File: src/rtl/bert_pkg.sv
// Shared state, PN selection codes and polynomial constants for the BERT PN checker.
package bert_pkg;

    localparam int PRED_W = 23;

    typedef enum logic [1:0] {LOAD, SYNC, LOCKED} state_t;

    typedef enum logic [1:0] {
        PN9  = 2'b00,
        PN11 = 2'b01,
        PN15 = 2'b10,
        PN23 = 2'b11
    } pn_sel_t;

    localparam int ORDER_PN9  = 9;
    localparam int ORDER_PN11 = 11;
    localparam int ORDER_PN15 = 15;
    localparam int ORDER_PN23 = 23;

    localparam int TAP_PN9  = 5;
    localparam int TAP_PN11 = 9;
    localparam int TAP_PN15 = 14;
    localparam int TAP_PN23 = 18;

    function automatic logic [4:0] pn_order(input logic [1:0] sel);
        case (pn_sel_t'(sel))
            PN9:     return 5'(ORDER_PN9);
            PN11:    return 5'(ORDER_PN11);
            PN15:    return 5'(ORDER_PN15);
            default: return 5'(ORDER_PN23);
        endcase
    endfunction

endpackage

File: src/rtl/bert_pn_pred.sv
// PN predictor: 23-bit history register, newest bit at [0], with per-polynomial tap selection.
module bert_pn_pred
    import bert_pkg::*;
(
    input  logic       clk,
    input  logic       reset_n,
    input  logic       i_shift_en,
    input  logic       i_serial,
    input  logic [1:0] i_pn_sel,
    output logic       o_pred
);

    logic [PRED_W-1:0] r_sr;
    logic              w_pred;

    always_ff @(posedge clk) begin
        if (!reset_n) begin
            r_sr <= '0;
        end else if (i_shift_en) begin
            r_sr <= {r_sr[PRED_W-2:0], i_serial};
        end
    end

    // Bit at index n-1 is b[t-n]; the next bit of x^n+x^k+1 is b[t-n] ^ b[t-k].
    always_comb begin
        w_pred = 1'b0;
        case (pn_sel_t'(i_pn_sel))
            PN9:     w_pred = r_sr[ORDER_PN9-1]  ^ r_sr[TAP_PN9-1];
            PN11:    w_pred = r_sr[ORDER_PN11-1] ^ r_sr[TAP_PN11-1];
            PN15:    w_pred = r_sr[ORDER_PN15-1] ^ r_sr[TAP_PN15-1];
            default: w_pred = r_sr[ORDER_PN23-1] ^ r_sr[TAP_PN23-1];
        endcase
    end

    assign o_pred = w_pred;

endmodule

File: config.mk
export PLATFORM = sky130hd
export DESIGN_NAME = bert_pn_pred
export DESIGN_NICKNAME = d
export VERILOG_FILES = /design/src/rtl/bert_pkg.sv /design/src/rtl/bert_pn_pred.sv
export SDC_FILE = /design/constraint.sdc
export NUM_CORES = 1
export LEC_CHECK = 0
export ABC_AREA = 1
export BUFFER_PORTS_ARGS = -buffer_cell sky130_fd_sc_hd__buf_4
export CAP_MARGIN = 20
export CORE_MARGIN = 5
export CORE_UTILIZATION = 50
export DETAILED_ROUTE_END_ITERATION = 8
export GPL_TIMING_DRIVEN = 0
export PLACE_DENSITY = 0.8
export SYNTH_ARGS = -nofsm -noshare
export SYNTH_HDL_FRONTEND = slang
export SYNTH_SLANG_ARGS = --single-unit
export TNS_END_PERCENT = 30
File: constraint.sdc
create_clock -name clk -period 0.8 [get_ports clk]
set_input_delay 0.12 -clock clk [delete_from_list [all_inputs] [get_ports clk]]
set_output_delay 0.12 -clock clk [all_outputs]
set_load 0.02 [all_outputs]
After elaboration in Yosys (flattened, before gate mapping)
Cells that the tools add are included.

Multiplexer cells: 1. Eq/ne operators: 2. Bitwise operators: 4. $add $sub $neg: 0. $mul: 0. Magnitude comparators: 0. Reduce and logical (&&, ||, !) cells: 1. Div/mod/pow operators: 0. Shifts and indexed selects: 0.

Operators by type and width (number): 1-bit XOR (4); 1-bit case mux with 3 select lines (1); 2-bit by 1-bit equality test with 1-bit output (second input constant) (1); 2-bit equality test (second input constant) (1); 2-bit zero test (1).

Bits in writable memories: 0. Word-level logic and storage cells: 9. ROM bits: 0. Bits in registers: 23. Memories: 0. Output and inout bits: 1. Latch bits: 0. Input bits: 6.

Longest topological paths before layout
Word-level depth: 2. Mapped depth: 6. Mapped depth without buffers: 6.

Least setup slack after synthesis
No wires, ideal clock.

Path kind: reg2out. Start: register r_sr[13]. End: output o_pred. Setup slack: -83 ps. Data arrival time: 763 ps. Cell stages (with the launch flop): 4. Data required time: 680 ps. Buffers on the path: 0. Cells stage by stage: dfxtp_1 > or2_1 > nand3_1 > nand3_1.

Cells in the longest elaborated chain, start to end: 2.

RTL lines: start: declaration (line bert_pn_pred.sv:13) `logic [PRED_W-1:0] r_sr;`; start signal: assignment (line bert_pn_pred.sv:20) `r_sr <= {r_sr[PRED_W-2:0], i_serial};`; 1-bit XOR (line bert_pn_pred.sv:30) `PN15: w_pred = r_sr[ORDER_PN15-1] ^ r_sr[TAP_PN15-1];`; 1-bit case mux with 3 select lines (line bert_pn_pred.sv:27) `case (pn_sel_t'(i_pn_sel))`; end: declaration (line bert_pn_pred.sv:10) `output logic o_pred`.

No other way between the ends.

Final worst setup path
Ends and elaborated chain as after synthesis.

==> reports/results.tsv <==
stage	metric	value	unit
cells_and_area	max FFs per register	23	
timing	fmax	0.782	GHz
floorplan	Die Footprint	2710	sq um
routing	drt total wl	1.61	mm
critical_path	Crit path max-delay family	simple AND/OR/NAND/NOR gates	
routing	post-route ant nets	0	
grt	gr busiest metal	met2	
floorplan	die width	52.1	um
clock_network	Skew-Pair Late Insertion Delay	0.30	ns
floorplan	Row Count	15	
routing	1st-iter DRT viols	18	
critical_path	crit path cell chain	or2_1 -> nand3_2 -> nand3_2 -> buf_6	
logic_synthesis	Seq/Total Area, Yosys	0.521	
grt	Total GRT Usage	0.143	
cells_and_area	post-route non-filler standard cell count	151	
critical_path	Worst path slowest cell	dfxtp_2	
grt	initial antenna violation count	0	
floorplan	Ports	7	
cells_and_area	Syn-to-layout area delta	19.8	%
power_and_ir_drop	NetSw	521	uW
cells_and_area	Antenna Cells	0	
cells_and_area	filler instances	160	
power_and_ir_drop	total chip power	2.07	mW
floorplan	Initial Utilization	0.518	
power_and_ir_drop	internal power	1.55	mW
logic_synthesis	Mapped Area	885	sq um
floorplan	CORE AREA	1710	sq um
clock_network	CTS buffer count	3	
critical_path	CP Launch Type	flip-flop	
power_and_ir_drop	Clock Power Share	0.250	
clock_network	Root Driver	clkbuf_4	
power_and_ir_drop	Gate power share	0.141	
critical_path	Worst EP arrival	1.16	ns
timing	final setup vio count	1	
clock_network	Longest Clk Path Bufs	2	
timing	Tcrit/Tclk final	1.60	
placement	PortBufs	6	
critical_path	critical path required time	0.68	ns
logic_synthesis	post-synth cell types	15	
timing	clock skew	0.00431	ns
timing	Rel. slew slack	0.856	
placement	Placer Congestion	0.739	
critical_path	crit path max fanout	3	
floorplan	Chip Height	52.1	um
routing	drt via density	4.85	
grt	met3 usage	0.0344	
routing	Residual DRC	0	
placement	minimum setup slack after placement	-0.197	ns
power_and_ir_drop	Pwr per Cell Area	1950	nW/um^2
flow_run	max_cap viols	0	
timing	final hold slack	0.0411	ns
placement	DP HPWL	1.11	mm
critical_path	CP Buf/Inv Count	1	
grt	pin count of the biggest net entering global routing	13	
routing	wire per inst	10.7	um
power_and_ir_drop	worst vdd ir	1.17	mV
critical_path	Crit path top cell by count	nand3_2	
grt	number of global-route vias before repair	685	
critical_path	CP endpoint kind	output pin	
min_path	Hold Path Class	input pin to flip-flop	
timing	Slew Limit Fails	0	
clock_network	Clock Sinks	23	
cells_and_area	most frequent cells in the layout	35 x nor2_1, 19 x o21ai_0, 17 x dfxtp_1	
clock_network	H-tree Lvls	1	
cells_and_area	nets@finish	133	
cells_and_area	Most flops, register	r_sr	
critical_path	Crit path largest cell delay	0.35	ns
power_and_ir_drop	Switching Fraction	0.252	
grt	global-route wire length before repair	2.88	mm
cells_and_area	layout cells sized above 1	0.310	
grt	met2 Resource Use GR	0.243	
cells_and_area	largest registers	r_sr: 23 flops	
critical_path	worst setup path class	flip-flop to output pin	
clock_network	Reg clk slew, reported paths	0.12	ns
logic_synthesis	Syn Nets	118	
logic_synthesis	Synth Register Bits	23	
timing	Period minus WS final	1.28	ns
outcome	run status	finished with violations	
timing	RSZ-0062 raised after global routing	yes	
outcome	failing checks	negative setup slack	
cells_and_area	post-route cell area	1060	sq um
placement	placed cells	143	
timing	Least-Margin Pin Slew	0.214	ns
cells_and_area	Finished Core Util	0.621	
logic_synthesis	syn avg cell area	7.90	sq um
grt	grt ovf	0	
logic_synthesis	Synth Warn #	0	
logic_synthesis	Synth Instances	112	
routing	vias after detailed routing	732	
timing	post-route worst setup slack	-0.479	ns
cells_and_area	most common cell after layout, fill and taps aside	nor2_1	
placement	Post-DP Area	968	sq um
routing	Pre-antenna DRT Iters	4	
timing	Final Hold Viols	0	
clock_network	CTS tree	yes	
power_and_ir_drop	sequential share of power	0.609	
power_and_ir_drop	Pleak	0.458	nW
timing	setup TNS	-0.479	ns
clock_network	hold_buf cts	0	
grt	grt met1 use	0.168	
[final timing paths]
path            start       end  slack, ns  cells past startpoint
max reg2reg  r_sr[17]  r_sr[17]       0.04                      3
min          i_serial   r_sr[0]       0.04                      3
min reg2reg   r_sr[4]   r_sr[4]       0.49                      2
max          r_sr[13]    o_pred      -0.48                      4
[worst register-to-register path, stage by stage, from the launching register on]
cell and delay, ns:
dfxtp_2 0.35, buf_4 0.13, o21ai_0 0.14, nor2_1 0.06
[layout make-up]
type	count	area (sq um)	share of cell area
Multi-Input combinational cell	78	389	0.367
Tap cell	25	31.3	0.0295
Clock buffer	4	26.3	0.0248
Buffer	6	47.5	0.0449
Inverter	5	18.8	0.0177
Timing Repair Buffer	10	78.8	0.0744
Sequential cell	23	468	0.442
[power groups by stage]
stage / combinational (mW) / clock (mW) / sequential, mW
2_1_floorplan: 0.183 / 0 / 1.27
3_3_place_gp: 0.245 / 0 / 1.28
3_5_place_dp: 0.252 / 0 / 1.29
4_1_cts: 0.273 / 0.541 / 1.26
5_1_grt: 0.332 / 0.598 / 1.27
6_report: 0.291 / 0.518 / 1.26
[synth_stat cells (all sizes together)]
library cell | count | area [sq um]
a21oi | 6 | 41.3
xor2 | 1 | 8.76
inv | 5 | 18.8
buf | 6 | 47.5
or2 | 1 | 6.26
dfxtp | 23 | 460
o21ai | 23 | 115
nor2 | 35 | 131
nand3 | 8 | 40.0
nand2 | 4 | 15.0
[timing repair]
item / 4_1_cts / 5_1_grt
endpoints found under the setup margin: 1 / 3
buffers inserted: 3 / 1
pin swaps: 1 / 4
resized for setup: 4 / 10
[cells by family (layout without fill, tap and decap cells)]
group                  count (synthesis)  count (layout)  share of synthesized area
AND/OR/NAND/NOR                       48              48                      0.218
buffers and inverters                 11              25                     0.0749
AO/OA/AOI/OAI                         29              29                      0.177
flip-flops                            23              23                      0.521
XOR/XNOR                               1               1                    0.00990
[layer usage]
layer  up-vias  share of wire
li1        391              -
met1       326           0.47
met2        10           0.47
met3         5          0.032
met4         0          0.022
met5         -              0
Power figures use the tool's default switching activity.
